[config.mk]
export PLATFORM = sky130hd
export DESIGN_NAME = fetch_unit
export DESIGN_NICKNAME = d
export VERILOG_FILES = /design/src/rtl/fetch_unit.sv
export SDC_FILE = /design/constraint.sdc
export NUM_CORES = 1
export LEC_CHECK = 0
export CAP_MARGIN = 10
export CORE_ASPECT_RATIO = 0.5
export CORE_MARGIN = 2
export CORE_UTILIZATION = 30
export CTS_CLUSTER_DIAMETER = 80
export DETAILED_ROUTE_END_ITERATION = 7
export PLACE_DENSITY = 0.54
export REMOVE_ABC_BUFFERS = 1
export SETUP_SLACK_MARGIN = 0.4
export SKIP_CTS_REPAIR_TIMING = 1
export SYNTH_ARGS = -nofsm -noshare
export SYNTH_HDL_FRONTEND = slang
export SYNTH_SLANG_ARGS = --single-unit
export TNS_END_PERCENT = 50
[constraint.sdc]
create_clock -name clk -period 5.03 [get_ports clk]
set_input_delay 1.006 -clock clk [delete_from_list [all_inputs] [get_ports clk]]
set_output_delay 1.006 -clock clk [all_outputs]
set_load 0.01 [all_outputs]
[src/rtl/fetch_unit.sv]
// Instruction fetch front end: program counter, instruction pass-through and
// a return-address stack for call/return, driven by controller strobes.
module fetch_unit #(
  parameter int INSTR_W = 19,
  parameter int ADDR_W  = 12,
  parameter int DEPTH   = 8
) (
  input  logic                       clk,
  input  logic                       rst,
  input  logic                       enablePC,
  input  logic                       jump,
  input  logic                       push,
  input  logic                       RET,
  input  logic [INSTR_W-1:0]         imem_data,
  output logic [ADDR_W-1:0]          imem_addr,
  output logic [INSTR_W-1:0]         allBits,
  output logic [ADDR_W-1:0]          pc,
  output logic [$clog2(DEPTH):0]     stack_count,
  output logic                       stack_full,
  output logic                       stack_empty,
  output logic                       overflow,
  output logic                       underflow
);

  localparam int PTR_W = $clog2(DEPTH);
  localparam int CNT_W = PTR_W + 1;

  logic [ADDR_W-1:0] retStack [DEPTH];
  logic [ADDR_W-1:0] target;
  logic [ADDR_W-1:0] pcInc;
  logic [PTR_W-1:0]  wrIdx;
  logic [PTR_W-1:0]  topIdx;
  logic              doPush;

  assign allBits     = imem_data;
  assign imem_addr   = pc;
  assign target      = allBits[ADDR_W-1:0];
  assign pcInc       = pc + ADDR_W'(1);
  assign stack_full  = (stack_count == CNT_W'(DEPTH));
  assign stack_empty = (stack_count == '0);

  // The count doubles as the LIFO pointer; when full its low bits wrap to 0,
  // but no write happens then, so the wrap is harmless.
  assign wrIdx  = stack_count[PTR_W-1:0];
  assign topIdx = wrIdx - PTR_W'(1);

  // A call only writes when the stack has room and RET is not also asserted.
  assign doPush = enablePC && !RET && push && !stack_full;

  always_ff @(posedge clk) begin
    if (!rst && doPush) begin
      retStack[wrIdx] <= pcInc;
    end
  end

  // One action per enabled edge, priority RET > push > jump > increment.
  always_ff @(posedge clk) begin
    if (rst) begin
      pc          <= '0;
      stack_count <= '0;
      overflow    <= 1'b0;
      underflow   <= 1'b0;
    end else if (enablePC) begin
      if (RET) begin
        if (!stack_empty) begin
          pc          <= retStack[topIdx];
          stack_count <= stack_count - CNT_W'(1);
        end else begin
          pc        <= pcInc;
          underflow <= 1'b1;
        end
      end else if (push) begin
        if (!stack_full) begin
          pc          <= target;
          stack_count <= stack_count + CNT_W'(1);
        end else begin
          pc       <= pcInc;
          overflow <= 1'b1;
        end
      end else if (jump) begin
        pc <= target;
      end else begin
        pc <= pcInc;
      end
    end
  end

endmodule

Word-level counts from Yosys, hierarchy flattened
Memories as Yosys holds them, arrays and structs flattened.
Index checks and enable logic that the tools add are counted.
{"block": "word_totals", "memories": 1, "elab_cells": 36, "ramBits": 96, "inputBits": 25, "register_bits": 18, "out_inout_bits": 51}
{"memory": "retStack", "depth": 8, "width": 12, "read_ports": 1, "rd_clocked_by_memory_dff": 0, "write_ports": 1, "line_no": "28", "source": "logic [ADDR_W-1:0] retStack [DEPTH];"}
{"block": "classes", "mux": 11, "bitwise_logic": 1, "addsub": 4, "n_eq_ne": 3, "n_reduce_logical": 12}
{"operator": "two-way mux 12 bit", "n": 5}
{"operator": "two-way mux 4 bit", "n": 4}
{"operator": "adder 12 x 1 -> 12 bit, second input constant", "n": 1}
{"operator": "AND reduction 4 bit", "n": 2}
{"operator": "adder 4 x 1 -> 4 bit, second input constant", "n": 1}
{"operator": "equality test 4 bit, second input constant", "n": 1}
{"operator": "logical AND 1 bit", "n": 4}
{"operator": "logical NOT 4 bit", "n": 1}
{"operator": "inequality test 2 bit, second input constant", "n": 2}
{"operator": "subtractor 4 x 1 -> 4 bit, second input constant", "n": 1}
{"operator": "logical NOT 1 bit", "n": 3}
{"operator": "AND reduction 3 bit", "n": 1}
{"operator": "subtractor 3 x 1 -> 3 bit, second input constant", "n": 1}
{"operator": "two-way mux 1 bit", "n": 2}
{"operator": "nonzero test 2 bit", "n": 1}
{"operator": "inverter 1 bit", "n": 1}

Logic depth before layout (Yosys ltp)
Gate-level depths: netlist (run 1).
{"block": "depth", "word_depth": 7, "ltp_mapped": 11, "ltp_nobuf": 7}

Worst setup path before layout (run 1)
Ideal clock, no wire load.
{"block": "synth_path", "path_type": "input port to flip-flop", "startpoint": "input enablePC", "endpoint": "memory retStack[1][0] (enable)", "required_time_ns": 4.634, "t_arrival_ns": 2.611, "setup_time_ns": 0.396, "path_buffers": 1, "path_slack_ns": 2.023, "stages": 6, "path_cell_list": "buf_2 nor2b_1 nand2_1 nor3_1 nand2_1 nor3_1"}
{"block": "synth_via", "elab_chain_len": 6}
{"item": "start: declaration", "line_no": "10", "source": "input logic enablePC,"}
{"item": "logical AND 1 bit (3 in series)", "line_no": "48", "source": "assign doPush = enablePC && !RET && push && !stack_full;"}
{"item": "logical AND 1 bit", "line_no": "51", "source": "if (!rst && doPush) begin"}
{"item": "two-way mux 1 bit", "line_no": "51"}
{"item": "two-way mux 1 bit (implied by the code)", "line_no": "52", "source": "retStack[wrIdx] <= pcInc;"}
{"item": "end: declaration", "line_no": "28"}
Every way passes these cells.

Final worst setup path (run 1)
{"block": "layout_path", "startpoint": "input enablePC", "endpoint": "memory retStack[0][4] (enable)"}
The elaborated chain is that of the path after synthesis.

==> results of run 1 <==
cells by family (layout without fill, tap and decap cells):
| kind of cell | after synthesis | count (layout) | share of synthesized area (%) |
|---|---|---|---|
| AOI/OAI and AO/OA | 58 | 58 | 7.66 |
| buffers and inverters | 53 | 110 | 6.97 |
| DFF | 114 | 114 | 61.7 |
| adders and majority gates | 6 | 6 | 1.57 |
| and+or+nand+nor | 69 | 69 | 6.59 |
| muxes | 32 | 32 | 12.8 |
| xor gates and xnor gates | 14 | 14 | 2.69 |
per-layer routing:
layer	wire length [µm]	track usage, %	vias to the layer above
met5	0	0	-
met4	146	6.27	0
met3	1040	3.90	11
met2	5820	21.1	127
met1	5790	20.0	1577
li1	-	-	1418
stage by stage:
stage | worst slack [ns] | hold WS [ns] | cell area (µm²) | util, % | instances
6_report | 1.56 | 0.498 | 6490 | 37.6 | 637
5_1_grt | 1.40 | 0.517 | 6490 | 37.6 | 637
4_1_cts | 1.49 | 0.496 | 6490 | 37.6 | 637
3_5_place_dp | 1.07 | 0.480 | 5910 | 34.2 | 605
3_3_place_gp | 1.20 | 0.469 | 5910 | 34.2 | 605
2_1_floorplan | 1.30 | 0.503 | 4920 | - | 300
registers in the layout, summed over array words and instances, names as in the netlist:
signal	flops
retStack	96
imem_addr	12
stack_count	4
overflow	1
underflow	1
worst max-delay path, stage by stage:
cell	delay [ns]
clkdlybuf4s50_1	0.71
nor2b_1	0.18
buf_4	0.21
nand2_1	0.09
nor3_1	0.20
nand2_1	0.16
nor3_2	0.91
final cells by class:
| class | count | area (µm²) |
|---|---|---|
| Fill cell | 1641 | 10800 |
| Sequential cell | 114 | 3240 |
| Multi-Input combinational cell | 179 | 1660 |
| Timing Repair Buffer | 71 | 686 |
| Clock buffer | 20 | 447 |
| Tap cell | 234 | 293 |
| Clock inverter | 12 | 140 |
| Inverter | 7 | 26.3 |
path summary, 6_finish.rpt:
path,to,slack (ns),cells after the start
max,retStack[0][4],1.56,7
min,underflow,0.50,2
max reg2reg,retStack[0][4],1.99,6
min reg2reg,underflow,0.50,2
power by group:
| group | internal, mW | switching (mW) | total (mW) | leakage [nW] |
|---|---|---|---|---|
| sequential | 1.07 | 0.0356 | 1.10 | 1.03 |
| clock | 0.783 | 0.404 | 1.19 | 0.281 |
| combinational | 0.195 | 0.212 | 0.407 | 0.858 |
| total | 2.04 | 0.652 | 2.70 | 2.17 |
cells in the final DEF, fill, tap and decap left out, types with 3 or more instances in the layout:
master / netlist / layout
inv_1: 5 / 5
xor2_1: 6 / 6
a21o_1: 4 / 4
clkinvlp_4: 0 / 3
clkinv_2: 0 / 4
dfxtp_1: 18 / 18
nor2_1: 21 / 21
ha_1: 5 / 5
o21ai_1: 3 / 3
clkdlybuf4s50_1: 0 / 61
mux4_2: 12 / 12
nand2_1: 17 / 17
clkinv_1: 1 / 3
buf_4: 33 / 10
a21oi_1: 12 / 12
xnor2_1: 7 / 7
mux4_1: 12 / 12
nand3_1: 4 / 4
a22o_1: 3 / 3
nor3_1: 8 / 6
edfxtp_1: 96 / 96
mux2_2: 5 / 5
a31oi_1: 4 / 4
nand4_1: 3 / 3
o21ai_0: 10 / 10
a22oi_1: 4 / 4
clkbuf_16: 0 / 17
bufinv_16: 0 / 3
nor3_2: 1 / 3
and3_1: 4 / 4
o2bb2ai_1: 3 / 3
a222oi_1: 6 / 6
==> flow_metrics.tcl, run 1 <==
set metrics [dict create \
    antenna_found_initial 0 \
    total_power_mw 2.70 \
    drive_above_1_share_pct 16.4 \
    yosys-top-cells-area "edfxtp_1, dfxtp_1, mux4_1, mux4_2, buf_4" \
    setup_viol 0 \
    yosysWarnings 0 \
    yosysMostFrequentCell "edfxtp_1" \
    period_share_pct 68.9 \
    drv_cap 0 \
    drtIter0Drc 271 \
    areaGrowthSynthToFinish_pct 23.5 \
    slew-limit-headroom_pct 21.1 \
    start_util_pct 30.4 \
    hp-class "reg -> reg" \
    rows 34 \
    ant_nets 0 \
    clkLatencyLatePin_ns 0.41 \
    die-area_um2 18700 \
    yosys-top-cells-count "edfxtp_1, buf_4, nor2_1" \
    end_kind "register" \
    cts_tree "done" \
    chipHeight_um 97.6 \
    synth_edf_count 96 \
    yosysTopAreaCell "edfxtp_1" \
    cts_buffers 17 \
    async_flop_share_pct 0 \
    hold_violations 0 \
    routabilityCongestion 0.755 \
    fmax_mhz 288 \
    nNetsFinal 421 \
    cts-htree-levels 4 \
    synth_top_flop_cell "edfxtp_1" \
    ioPinCount 76 \
    p_leak_nw 2.17 \
    worst_hold_startpoint "underflow" \
    syn-cell-area_um2 5260 \
    tns_ns 0 \
    overflow 0 \
    fp.dieW_um 191 \
    coreArea_um2 17300 \
    grt_pass1_vias 3132 \
    grt_usage_pct 14.4 \
    drc 0 \
    crit_required_ns 5.04 \
    wl_mm 12.8 \
    fin_skew_ns 0.00907 \
    cts-root-buf "clkbuf_16" \
    worstPathArrival_ns 3.48 \
    drt_pass1_iterations 5 \
    synth_cells 346 \
    tightest_slew_ns 1.18 \
    crit_type "in -> reg" \
    cp-start-kind "input port" \
    yosys_register_bits 114 \
    grt_max_degree 28 \
    yosysTopAreaCellShare_pct 54.8 \
    clockBufferDepth 2 \
    diodes 0 \
    wl_per_cell_um 20.1 \
    p_per_area_nw_per_um2 415 \
    rsz0062_at_grt "false" \
    place_hpwl_mm 8.83 \
    cp-startpoint "enablePC" \
    grt_pass1_wl_mm 19.3 \
    avgSynthCellArea_um2 15.2 \
    vias 3133 \
    portBuffers 61 \
    worst-path-max-fanout 12 \
    cts.sinks 114 \
    cts.reportedPaths.clkPinSlew_ns 0.05 \
    fin_crit_ns 3.47 \
    max-vdd-ir-drop_mv 0.225 \
    yosysSeqAreaShare_pct 61.7 \
    via_per_inst 4.92 \
    synth_cell_types 52 \
    drv_slew 0 \
    outcome "complete, no violations" \
    r2r-start "stack_count[1]" \
]
Note: power is estimated with default switching activity, not from simulation.
==> run 2, diff against run 1 <==
--- a/config.mk
+++ b/config.mk
@@ -11,7 +11,7 @@
 export CORE_UTILIZATION = 30
 export CTS_CLUSTER_DIAMETER = 80
 export DETAILED_ROUTE_END_ITERATION = 7
-export PLACE_DENSITY = 0.54
+export PLACE_DENSITY = 0.56
 export REMOVE_ABC_BUFFERS = 1
 export SETUP_SLACK_MARGIN = 0.4
 export SKIP_CTS_REPAIR_TIMING = 1
==> constraint.sdc (replaced) <==
create_clock -name clk -period 2.86 [get_ports clk]
set_input_delay 0.572 -clock clk [delete_from_list [all_inputs] [get_ports clk]]
set_output_delay 0.572 -clock clk [all_outputs]
set_load 0.01 [all_outputs]
==> run 2 against run 1 <==
  * Cell count is 4.2% higher
  * Total power grew 81%
  * Non-clock buffer count increased by 27
  * First-iteration DRC count rose by 6.6%
  * Global-route usage hardly changed
  * Clock-buffer cell count fell by 2
  * Critical path depth is 5 lower
  * Setup slack worse by 1.0 ns
  * Highest routed layer unchanged
  * Wire length rose by 0.41%
  * Design area increased by 3.7%
==> flow_metrics.tcl, run 2 (synthesis gave the netlist of run 1 again) <==
set metrics [dict create \
    drive_above_1_share_pct 23.0 \
    largest_reg_flops 96 \
    hold-path-cell-count 2 \
    multiInputGateArea_um2 1660 \
    hp-class "reg -> reg" \
    antenna_found_initial 0 \
    tightest_slew_ns 0.524 \
    worstPathArrival_ns 1.76 \
    coreArea_um2 17300 \
    chipHeight_um 97.6 \
    place_hpwl_mm 9.45 \
    period_share_pct 81.7 \
    cts_buffers 17 \
    routabilityCongestion 0.800 \
    fmax_mhz 428 \
    max-vdd-ir-drop_mv 0.493 \
    register_area_um2 3240 \
    regMostFlops "retStack" \
    nNetsFinal 448 \
    cts-htree-levels 4 \
    worstPathCellList "buf_4 > clkdlybuf4s50_1" \
    fin_skew_ns 0.00655 \
    cp_num_buf_inv 2 \
    end_kind "output pin" \
    grt_pass1_wl_mm 19.5 \
    areaGrowthSynthToFinish_pct 28.1 \
    whs_ns 0.470 \
    grt_max_degree 28 \
    drtIter0Drc 289 \
    crit_required_ns 2.29 \
    fillers 1610 \
    clkLatencyLatePin_ns 0.40 \
    final_cell_mix "edfxtp_1, clkdlybuf4s50_1, buf_4" \
    cts-root-buf "clkbuf_16" \
    ioPinCount 76 \
    cts.sinks 114 \
    p_leak_nw 2.35 \
    rows 34 \
    wl_per_cell_um 19.4 \
    die-area_um2 18700 \
    drc 0 \
    final_common_cell "edfxtp_1" \
    hold_violations 0 \
    cp_num_cells 2 \
    cp-start-kind "register" \
    worst-path-max-fanout 27 \
    portBuffers 61 \
    outcome "complete, no violations" \
    grt_usage_pct 14.4 \
    overflow 0 \
    r2r_cells 5 \
    drv_slew 0 \
    placed_cells 631 \
    cts.reportedPaths.clkPinSlew_ns 0.06 \
    via_per_inst 4.77 \
    critical_path.top_delay_family "buffers and inverters" \
    fp.dieW_um 191 \
    slowest_stage "clkdlybuf4s50_1" \
    cts_tree "done" \
    fin_cells 664 \
    rsz0062_at_grt "false" \
    setup_viol 0 \
    diodes 0 \
    fin_crit_ns 2.34 \
    vias 3169 \
    clockBufferDepth 2 \
    crit_type "reg -> out" \
    start_util_pct 30.4 \
    drv_cap 0 \
    slowest_delay_ns 0.63 \
    ant_nets 0 \
    p_per_area_nw_per_um2 725 \
    slew-limit-headroom_pct 64.9 \
    wl_mm 12.9 \
    drt_pass1_iterations 4 \
    grt_pass1_vias 3162 \
]
[run 2: cell types whose count changed in the layout (fill, tap and decap cells not counted), moves of 2 or more]
cell,before,now
buf_4,10,36
clkinv_4,0,6
clkinvlp_4,3,0
inv_6,0,3
clkinv_1,3,1
clkinv_2,4,2
[run 2: tightest hold or removal path, cell delays in order (launching register included)]
cell     delay [ns]
dfxtp_1        0.32
a31oi_1        0.04
nor2_1         0.07
[run 2: cell type report]
class | count | area share, %
Sequential cell | 114 | 48.2
Multi-Input combinational cell | 179 | 24.6
Timing Repair Buffer | 98 | 13.4
Clock buffer | 18 | 6.37
Tap cell | 234 | 4.35
Clock inverter | 14 | 2.66
Inverter | 7 | 0.390
[run 2: report_power, final]
group          switching, mW  total, mW  leakage, nW  internal (mW)
registers             0.0517       1.92         1.03           1.87
clock network          0.781       2.16        0.299           1.38
logic                  0.402      0.792         1.02          0.390
[run 2: metrics by stage]
step / power, mW / TNS [ns] / setup slack (ns) / util (%) / area, µm²
2_1_floorplan: 2.36 / -60.25 / -0.872 / - / 4920
3_3_place_gp: 2.75 / 0 / 0.285 / 35.4 / 6110
3_5_place_dp: 2.74 / 0 / 0.280 / 35.4 / 6110
4_1_cts: 4.91 / 0 / 0.230 / 38.9 / 6720
5_1_grt: 5.06 / 0 / 0.419 / 39.0 / 6730
6_report: 4.88 / 0 / 0.524 / 39.0 / 6730
[run 2: per-layer routing]
layer	part of all wire, %	routed length (µm)	vias to the layer above	global-route usage [%]
li1	-	-	1478	-
met1	50	6370	1572	21.6
met2	42	5370	108	19.4
met3	7.5	960	11	5.20
met4	1.2	149	0	3.43
met5	0	0	-	0
[run 2: path summary, 6_finish.rpt]
check | startpoint | to | slack [ns]
max reg2reg | stack_count[0] | imem_addr[4] | 0.67
min | overflow | overflow | 0.47
max | stack_count[0] | stack_count[0] | 0.52
min reg2reg | overflow | overflow | 0.47
==> run 3, diff against run 2 <==
--- a/config.mk
+++ b/config.mk
@@ -11,7 +11,7 @@
 export CORE_UTILIZATION = 30
 export CTS_CLUSTER_DIAMETER = 80
 export DETAILED_ROUTE_END_ITERATION = 7
-export PLACE_DENSITY = 0.56
+export PLACE_DENSITY = 0.54
 export REMOVE_ABC_BUFFERS = 1
 export SETUP_SLACK_MARGIN = 0.4
 export SKIP_CTS_REPAIR_TIMING = 1
==> constraint.sdc (replaced) <==
create_clock -name clk -period 2.2 [get_ports clk]
set_input_delay 0.44 -clock clk [delete_from_list [all_inputs] [get_ports clk]]
set_output_delay 0.44 -clock clk [all_outputs]
set_load 0.01 [all_outputs]
==> run 3 against run 2 <==
  * Sequential power rose by 31%
  * Global-route usage rose by 0.33 points
  * Design area grew 7.5%
  * Die area stayed put
  * Highest routed layer unchanged
  * Critical endpoint is now imem_addr[4]
==> flow_metrics.tcl, run 3 (synthesis gave the netlist of run 1 again) <==
set metrics [dict create \
    outcome "complete, no violations" \
    slowest_stage "clkdlybuf4s50_1" \
    power.switching_mw 1.72 \
    hold_violations 0 \
    overflow 0 \
    wl_per_cell_um 20.5 \
    fp.dieW_um 191 \
    crit_type "reg -> out" \
    place_hpwl_mm 9.65 \
    die-area_um2 18700 \
    routabilityCongestion 0.806 \
    comb_power_share_pct 19.0 \
    drc 0 \
    grt_pass1_wl_mm 20.0 \
    antenna_found_initial 0 \
    wl_mm 14.1 \
    crit_required_ns 1.76 \
    grt_usage_pct 14.7 \
    r2r_end "imem_addr[1]" \
    r2r_cells 7 \
    endpoint "imem_addr[4]" \
    coreArea_um2 17300 \
    cts.sinks 114 \
    hp-class "reg -> reg" \
    reg2reg_slack_ns 0.21 \
    cp-start-kind "register" \
    placed_cells 643 \
    final_common_cell "edfxtp_1" \
    rows 34 \
    cts.reportedPaths.clkPinSlew_ns 0.06 \
    cp-startpoint "imem_addr[4]" \
    slew-limit-headroom_pct 61.0 \
    chipHeight_um 97.6 \
    grt_pass1_vias 3152 \
    cts-root-buf "clkbuf_16" \
    setup_viol 0 \
    swShare_pct 25.6 \
    multiInputGateArea_um2 1790 \
    nNetsFinal 474 \
    rsz0062_at_grt "true" \
    ant_nets 0 \
    drive_above_1_share_pct 32.2 \
    drt_pass1_iterations 5 \
    worstPathCellList "clkdlybuf4s50_1" \
    drv_cap 0 \
    total_power_mw 6.74 \
    slowest_delay_ns 0.62 \
    cts_tree "done" \
    diodes 0 \
    p_leak_nw 2.56 \
    end_kind "output pin" \
    portBuffers 61 \
    clockBufferDepth 2 \
    p_per_area_nw_per_um2 931 \
    largest_reg_flops 96 \
    start_util_pct 30.4 \
    p_int_mw 5.01 \
    worst-path-max-fanout 7 \
    power_frac_seq_pct 37.3 \
    critical_path.top_delay_family "buffers and inverters" \
    max-vdd-ir-drop_mv 0.528 \
    regMostFlops "retStack" \
    fin_skew_ns 0.00778 \
    vias 3401 \
    drtIter0Drc 346 \
    r2r-start "stack_count[0]" \
    final_cell_mix "edfxtp_1, clkdlybuf4s50_1, buf_4" \
    drv_slew 0 \
    cp_num_buf_inv 1 \
    cp_num_cells 1 \
    cts-htree-levels 4 \
    ioPinCount 76 \
    period_share_pct 91.5 \
    fin_crit_ns 2.01 \
    via_per_inst 4.93 \
    worstPathArrival_ns 1.57 \
    p_clk_share_pct 43.7 \
    clkLatencyLatePin_ns 0.41 \
    fmax_mhz 497 \
    register_area_um2 3250 \
    cts_buffers 17 \
    fin_cells 690 \
    grt_max_degree 25 \
    areaGrowthSynthToFinish_pct 37.6 \
    tightest_slew_ns 0.582 \
    fillers 1577 \
]
run 3: cell types whose count changed in the layout (fill, tap and decap cells not counted), moves of 3 or more:
| cell | change |
|---|---|
| clkdlybuf4s50_1 | -3 |
| clkinv_4 | -4 |
| nor2_4 | +6 |
| nor2_1 | -6 |
| dfxtp_1 | -4 |
| buf_12 | +3 |
| inv_6 | +3 |
| buf_6 | +19 |
| dfxtp_2 | +3 |
run 3: how the worst min path moves through the flow:
| stage | slack (ns) | to | cells after the start | start |
|---|---|---|---|---|
| floorplan | 0.50 | underflow | 2 | underflow |
| global placement | 0.47 | underflow | 2 | underflow |
| detailed placement | 0.48 | underflow | 2 | underflow |
| CTS | 0.49 | underflow | 2 | underflow |
| global route | 0.55 | underflow | 2 | underflow |
| finish | 0.49 | underflow | 2 | underflow |
run 3: routing by layer:
| metal | share of wire (%) | up-vias | track usage [%] | wire, µm |
|---|---|---|---|---|
| met2 | 42 | 134 | 18.9 | 5890 |
| met5 | 0 | - | 0 | 0 |
| met1 | 52 | 1734 | 23.7 | 7350 |
| met4 | 0.78 | 0 | 4.44 | 110 |
| li1 | - | 1524 | - | - |
| met3 | 5.6 | 9 | 3.61 | 791 |
run 3: power by group through the flow:
stage / registers [mW] / clock network, mW / logic, mW
2_1_floorplan: 2.59 / 0 / 0.474
3_3_place_gp: 2.55 / 0 / 1.06
3_5_place_dp: 2.55 / 0 / 1.05
4_1_cts: 2.50 / 2.97 / 1.06
5_1_grt: 2.52 / 3.07 / 1.36
6_report: 2.51 / 2.95 / 1.28
run 3: area by class of cell:
class | count | area share, %
flip-flops and latches | 114 | 44.9
multi-input cells | 179 | 24.7
clock buffers | 17 | 5.88
repair buffers | 124 | 17.2
inverters | 7 | 0.432
clock inverters | 15 | 2.80
well taps | 234 | 4.05
run 3: metrics by stage:
stage	TNS, ns	hold slack (ns)	util [%]	setup slack [ns]	instance area (µm²)
final	0	0.488	41.9	0.187	7240
after global routing	0	0.551	41.9	0.139	7240
after CTS	-0.664	0.488	39.6	-0.350	6840
after detailed placement	-15.61	0.477	36.0	-0.181	6220
after global placement	-7.36	0.466	36.0	-0.107	6220
after floorplan	-134.11	0.503	-	-1.53	4920
run 3: tightest hold or removal path, cell delays in order, from the launching register on:
cell and delay (ns):
dfxtp_1 0.34, nor2_1 0.05, nor2_1 0.07
